**src/rtl/cast_vc_allocator_if.sv**
```systemverilog
// Request/grant bundle between the input stages of a cast router and its
// output-VC allocator. Request and ownership sets are packed per input:
// input p occupies bits [p*VN +: VN].
interface cast_vc_allocator_if #(
  parameter int PN = 5,
  parameter int VN = 5
);
  logic [PN*VN-1:0] req_i;
  logic [PN-1:0]    release_i;
  logic [PN-1:0]    grant_o;
  logic [PN*VN-1:0] sel_vc_o;
  logic [VN-1:0]    vc_busy_o;

  // Input stages drive requests and releases.
  modport master (
    output req_i, release_i,
    input  grant_o, sel_vc_o, vc_busy_o
  );

  // The allocator answers with grants and the current ownership map.
  modport slave (
    input  req_i, release_i,
    output grant_o, sel_vc_o, vc_busy_o
  );
endinterface

```
**src/rtl/cast_vc_allocator.sv**
```systemverilog
// Output-VC allocator for one cast router. Each input stage asks for a set
// of VCs (one for unicast, several for a multicast branch) and receives the
// whole set or nothing. A granted set stays owned until the input releases
// it. Inputs are scanned round-robin from a rotating pointer, so several
// disjoint sets can be handed out in one cycle and no requester starves.
module cast_vc_allocator #(
  parameter int PN = 5,
  parameter int VN = 5
) (
  input  logic clk,
  input  logic rst,
  cast_vc_allocator_if.slave bus
);

  localparam int PW = (PN > 1) ? $clog2(PN) : 1;

  typedef logic [VN-1:0] vc_set_t;

  vc_set_t [PN-1:0] req;
  vc_set_t [PN-1:0] own;
  vc_set_t [PN-1:0] own_n;
  vc_set_t          busy;
  vc_set_t          taken;
  logic [PN-1:0]    grant_q;
  logic [PN-1:0]    grant_n;
  logic [PW-1:0]    ptr;
  logic [PW-1:0]    ptr_n;
  logic [PW-1:0]    idx;

  assign req = bus.req_i;

  // Position k of the round-robin scan that starts at base, modulo PN.
  function automatic logic [PW-1:0] scan_index(input logic [PW-1:0] base,
                                               input int unsigned k);
    int unsigned s;
    s = int'(unsigned'(base)) + k;
    if (s >= int'(unsigned'(PN))) s = s - int'(unsigned'(PN));
    return PW'(s);
  endfunction

  // A VC is busy while any input owns it.
  always_comb begin
    busy = '0;
    for (int p = 0; p < PN; p++) busy |= own[p];
  end

  // Round-robin scan: grant every eligible request that fits in the VCs
  // still free and not yet taken by an earlier input in this scan.
  always_comb begin
    // NOTE: every variable gets a default before any branch, so no latch is
    // inferred for paths where no request wins.
    taken   = '0;
    grant_n = '0;
    ptr_n   = ptr;
    idx     = '0;
    for (int k = 0; k < PN; k++) begin
      idx = scan_index(ptr, k);
      if (req[idx] != '0 && own[idx] == '0 && !bus.release_i[idx] &&
          (req[idx] & busy) == '0 && (req[idx] & taken) == '0) begin
        grant_n[idx] = 1'b1;
        taken        = taken | req[idx];
        // Later winners in scan order overwrite this, leaving the pointer
        // just past the last input granted.
        ptr_n        = (idx == PW'(PN - 1)) ? '0 : idx + 1'b1;
      end
    end
  end

  // Release frees an input's set; a fresh grant installs its request.
  always_comb begin
    own_n = own;
    for (int p = 0; p < PN; p++) begin
      if (bus.release_i[p])  own_n[p] = '0;
      else if (grant_n[p])   own_n[p] = req[p];
    end
  end

  // Ownership, grant pulse and scan pointer registers.
  always_ff @(posedge clk or posedge rst) begin
    if (rst) begin
      // NOTE: the ownership table is reset, unlike a plain data memory,
      // because reset must drop every in-flight packet's VCs at once.
      own     <= '0;
      grant_q <= '0;
      ptr     <= '0;
    end else begin
      // NOTE: non-blocking assignments so every register updates from the
      // same pre-edge values.
      own     <= own_n;
      grant_q <= grant_n;
      ptr     <= ptr_n;
    end
  end

  assign bus.grant_o   = grant_q;
  assign bus.sel_vc_o  = own;
  assign bus.vc_busy_o = busy;

endmodule

```
**src/flat_wrapper.sv**
```systemverilog
// flat-port wrapper written by rule: the top's interface ports become plain ports
module cast_vc_allocator_flat 
#(
  parameter int PN = 5,
  parameter int VN = 5
)
  (clk, rst, bus_req_i, bus_release_i, bus_grant_o, bus_sel_vc_o, bus_vc_busy_o);
  cast_vc_allocator_if #(.PN(PN), .VN(VN)) bus_i ();
  input  logic clk;
  input  logic rst;
  input wire logic [$bits(bus_i.req_i)-1:0] bus_req_i;
  input wire logic [$bits(bus_i.release_i)-1:0] bus_release_i;
  output wire logic [$bits(bus_i.grant_o)-1:0] bus_grant_o;
  output wire logic [$bits(bus_i.sel_vc_o)-1:0] bus_sel_vc_o;
  output wire logic [$bits(bus_i.vc_busy_o)-1:0] bus_vc_busy_o;
  assign bus_i.req_i = bus_req_i;
  assign bus_i.release_i = bus_release_i;
  assign bus_grant_o = bus_i.grant_o;
  assign bus_sel_vc_o = bus_i.sel_vc_o;
  assign bus_vc_busy_o = bus_i.vc_busy_o;
  cast_vc_allocator #(.PN(PN), .VN(VN)) u_core (.clk(clk), .rst(rst), .bus(bus_i));
endmodule
```
**config.mk**
```make
export PLATFORM = sky130hd
export DESIGN_NAME = cast_vc_allocator_flat
export DESIGN_NICKNAME = d
export VERILOG_FILES = /design/src/rtl/cast_vc_allocator_if.sv /design/src/rtl/cast_vc_allocator.sv /design/src/flat_wrapper.sv
export SDC_FILE = /design/constraint.sdc
export NUM_CORES = 1
export LEC_CHECK = 0
export ABC_AREA = 1
export CELL_PAD_IN_SITES_DETAIL_PLACEMENT = 1
export CELL_PAD_IN_SITES_GLOBAL_PLACEMENT = 1
export CORE_ASPECT_RATIO = 1.4
export CORE_MARGIN = 5
export CORE_UTILIZATION = 40
export CTS_BUF_LIST = sky130_fd_sc_hd__clkbuf_8 sky130_fd_sc_hd__clkbuf_16
export DETAILED_ROUTE_END_ITERATION = 16
export DONT_BUFFER_PORTS = 1
export GPL_ROUTABILITY_DRIVEN = 0
export HOLD_SLACK_MARGIN = 0.08
export PLACE_DENSITY_LB_ADDON = 0.1
export SLEW_MARGIN = 15
export SYNTH_ARGS = -nofsm -noshare
export SYNTH_HDL_FRONTEND = slang
export SYNTH_SLANG_ARGS = --single-unit
```
**constraint.sdc**
```tcl
create_clock -name clk -period 4 [get_ports clk]
set_input_delay 0.6 -clock clk [delete_from_list [all_inputs] [get_ports clk]]
set_output_delay 0.6 -clock clk [all_outputs]
set_load 0.05 [all_outputs]
```
==> results.json, run 1 <==
{
  "initial_core_util_pct": 40.7,
  "synth-edff-count": 0,
  "synth-xor-area-share_pct": 0.311,
  "synthCells": 1030,
  "synth-main-ff-cell": "dfrtp_1",
  "ys.warnings.count": 0,
  "dp_hpwl_um": 29200,
  "outcome": "stopped before the end",
  "lastStage": "clock tree synthesis",
  "synth_mux_area_share_pct": 0.200,
  "cts_resized": 200,
  "die_h_um": 150,
  "synth_area_um2": 5640,
  "yosysUniqueCellTypes": 55,
  "htree_levels": 2,
  "ys_seq_area_share_pct": 14.7,
  "synth_compound_area_share_pct": 19.5,
  "synth_fa_ha_area_share_pct": 3.91,
  "synthSimpleGateAreaFrac_pct": 48.9,
  "error": "[ERROR DPL-0033] detailed placement checks failed during check placement.",
  "cts_buffers": 5,
  "synth-seq-cells": 33,
  "die-width_um": 110,
  "synth_top_family_by_area": "simple AND/OR/NAND/NOR gates",
  "cts_hold_buf": 0,
  "synth_nets": 1079,
  "async_reset_ff_share_pct": 100,
  "post-cts-setup-buffers": 48,
  "clockBufferDepth": 2,
  "row_count": 51,
  "ioPinCount": 67,
  "io_buffers": 0,
  "placed_cells": 1477,
  "clockRootBuffer": "clkbuf_16",
  "cts_sinks": 33,
  "synth_area_per_cell_um2": 5.47
}
[synthesized netlist by cell type (all sizes together) (2+ instances only)]
library cell	instances	area share, %
a221oi	12	2.3
o221ai	9	1.4
clkbuf	3	0.22
a2111oi	4	0.62
o22ai	19	2.1
nand2	385	27
a211oi	2	0.27
nor3	16	1.5
a21boi	2	0.27
a22oi	6	0.80
dfrtp	33	15
a21oi	36	3.5
inv	163	11
nor2	93	7.4
o2111ai	4	0.62
nand3	115	11
ha	16	3.6
nand3b	2	0.27
o21ai	63	5.7
buf	10	1.4
o31ai	2	0.27
nand4	14	1.7
a31oi	2	0.22
o211ai	5	0.67
[kinds of logic after synthesis]
| family | count (synthesis) |
|---|---|
| buf+inv | 176 |
| mux | 1 |
| fa+ha+maj | 17 |
| simple gates | 630 |
| flops | 33 |
| compound gates | 171 |
| xor+xnor | 2 |
[stage by stage]
step | area [um^2] | hold WS, ns | setup WS (ns)
after detailed placement | 7950 | 0.556 | -0.971
after floorplan | 5720 | 0.583 | 0.00570
after global placement | 7950 | 0.535 | -0.776
==> run 2, diff against run 1 <==
Settings changed: CELL_PAD_IN_SITES_DETAIL_PLACEMENT 1 to not set, CELL_PAD_IN_SITES_GLOBAL_PLACEMENT 1 to not set, CORE_ASPECT_RATIO 1.4 to not set, CORE_UTILIZATION 40 to 25, CTS_BUF_LIST sky130_fd_sc_hd__clkbuf_8 sky130_fd_sc_hd__clkbuf_16 to not set, HOLD_SLACK_MARGIN 0.08 to not set, PLACE_DENSITY_LB_ADDON 0.1 to 0.15.
Clock period 4 ns to 5.2 ns, I/O delays scaled along.
==> run 2 against run 1 <==
The run now ends clean. Synthesized cell count unchanged. Area after synthesis is the same.
==> results.json, run 2 <==
{
  "synth_compound_area_share_pct": 19.5,
  "ys_top_cells_by_count": "nand2_1, inv_1, nand3_1",
  "synth_top_family_by_area": "simple AND/OR/NAND/NOR gates",
  "holdWs_ns": 0.468,
  "crit_top_cell": "inv_1",
  "final_hold_viol_count": 0,
  "syn_to_final_growth_pct": 23.2,
  "drc": 0,
  "nets": 1175,
  "drv_cap": 0,
  "wirelength_um": 30900,
  "dp_hpwl_um": 25500,
  "yosysTopAreaCell": "nand2_1",
  "synth-seq-cells": 33,
  "grt_busiest_layer": "met2",
  "final_common_cell": "nand2_1",
  "grt_max_degree": 34,
  "critPathKind": "flop to flop",
  "synth_nets": 1079,
  "synth-xor-area-share_pct": 0.311,
  "cts.clk_slew.worst_paths_ns": 0.06,
  "grt_pass1_wl_um": 44700,
  "design.die.area_um2": 25600,
  "slew_viol_final": 0,
  "grt_pass1_vias": 7104,
  "slowest_stage": "a211oi_1",
  "max_freq_mhz": 203,
  "row_count": 55,
  "core_area_um2": 22400,
  "synth-edff-count": 0,
  "insertion_delay_ns": 0.29,
  "cp-end-kind": "flop",
  "arrival_ns": 5.09,
  "fin_crit_sh_pct": 94.6,
  "postRouteAntennaNets": 0,
  "cts_buffers": 5,
  "ioPinCount": 67,
  "overflow": 0,
  "ys_seq_area_share_pct": 14.7,
  "clockBufferDepth": 2,
  "firstDrtPassIters": 8,
  "synthTopCellsByArea": "nand2_1, dfrtp_1, inv_1",
  "max_stage_delay_ns": 0.53,
  "final_cell_mix": "nand2_1, inv_1, nand3_1",
  "grt.met3_usage_pct": 5.88,
  "synth_mux_area_share_pct": 0.200,
  "crit_required_ns": 5.37,
  "io_buffers": 0,
  "cts_tree": "done",
  "synth_area_per_cell_um2": 5.47,
  "synth_top_area_share_pct": 24.4,
  "yosysUniqueCellTypes": 55,
  "path_max_fanout": 7,
  "initial_core_util_pct": 25.1,
  "vias": 7518,
  "finClkSkew_ns": 0.00626,
  "ys.warnings.count": 0,
  "grtUsageMet1_pct": 27.9,
  "slew_headroom_pct": 36.1,
  "die-width_um": 160,
  "async_reset_ff_share_pct": 100,
  "synth_area_um2": 5640,
  "antenna_found_initial": 0,
  "drt_first_iter_violations": 877,
  "min_period_ns": 4.92,
  "cts_sinks": 33,
  "synth-main-ff-cell": "dfrtp_1",
  "die_h_um": 160,
  "synth.most_common_cell": "nand2_1",
  "met2_usage_pct": 37.5,
  "wl_per_cell_um": 21.9,
  "crit_buf_inv": 9,
  "drive_above_1_share_pct": 16.2,
  "synthSimpleGateAreaFrac_pct": 48.9,
  "clockRootBuffer": "clkbuf_16",
  "hold_path_class": "input pin to asynchronous set/reset pin",
  "setup_viol": 0,
  "worst_pin_slew_ns": 0.934,
  "largest_reg_flops": 25,
  "cp-start-kind": "flop",
  "vias_per_cell": 5.32,
  "critPathTopFamily": "simple AND/OR/NAND/NOR gates",
  "outcome": "complete, no violations",
  "synth_fa_ha_area_share_pct": 3.91,
  "n_antenna_cell": 0,
  "htree_levels": 2,
  "finalSetupTns_ns": 0,
  "synthCells": 1030,
  "grt_usage_pct": 22.9
}
[run 2: path summary, 6_finish.rpt]
kind	endpoint	from	slack (ns)	cells after the start
max reg2reg	u_core.bus.sel_vc_o[13]	u_core.ptr[0]	0.28	27
max	u_core.bus.sel_vc_o[13]	u_core.ptr[0]	0.28	27
min	u_core.bus.sel_vc_o[23]	rst	0.47	2
min in group clk	u_core.bus.sel_vc_o[6]	u_core.bus.sel_vc_o[6]	0.53	2
min reg2reg	u_core.bus.sel_vc_o[6]	u_core.bus.sel_vc_o[6]	0.53	2
max in group asynchronous	u_core.ptr[1]	rst	4.38	2
[run 2: area by class of cell]
cell class	instances	area (um^2)
inverters	163	612
clock inverters	2	37.5
repair buffers	101	771
clock buffers	6	139
fillers	2620	15500
multi-input cells	822	4200
well taps	285	357
flip-flops and latches	33	828
[run 2: kinds of logic after synthesis]
logic type      count (synthesis)
xor+xnor                        2
simple gates                  630
fa+ha+maj                      17
compound gates                171
mux                             1
buf+inv                       176
flops                          33
[run 2: routing by layer]
layer	routed length (um)	share of wire (%)
met2	13800	45
met5	0	0
met3	3100	10
met4	1710	5.6
met1	12200	40
[run 2: stage by stage]
step	util, %	std cells	worst slack, ns	instance area (um^2)
2_1_floorplan	-	1030	0.941	5640
3_3_place_gp	29.3	1392	-0.0325	6570
3_5_place_dp	29.3	1392	0.0734	6570
4_1_cts	30.1	1400	0.0389	6750
5_1_grt	31.0	1412	-0.0205	6940
6_report	31.0	1412	0.281	6940
[run 2: what timing repair did]
| item | 4_1_cts | 5_1_grt |
|---|---|---|
| hold buffers | 0 | 0 |
| endpoints found under the hold margin | 0 | 0 |
| setup endpoints to repair | 0 | 33 |
| setup buffers | 0 | 11 |
| resized for setup | 0 | 22 |
Power of run 2 is not shown: default switching activity piles up to over one toggle a cycle in this logic, so the estimate is an artifact.
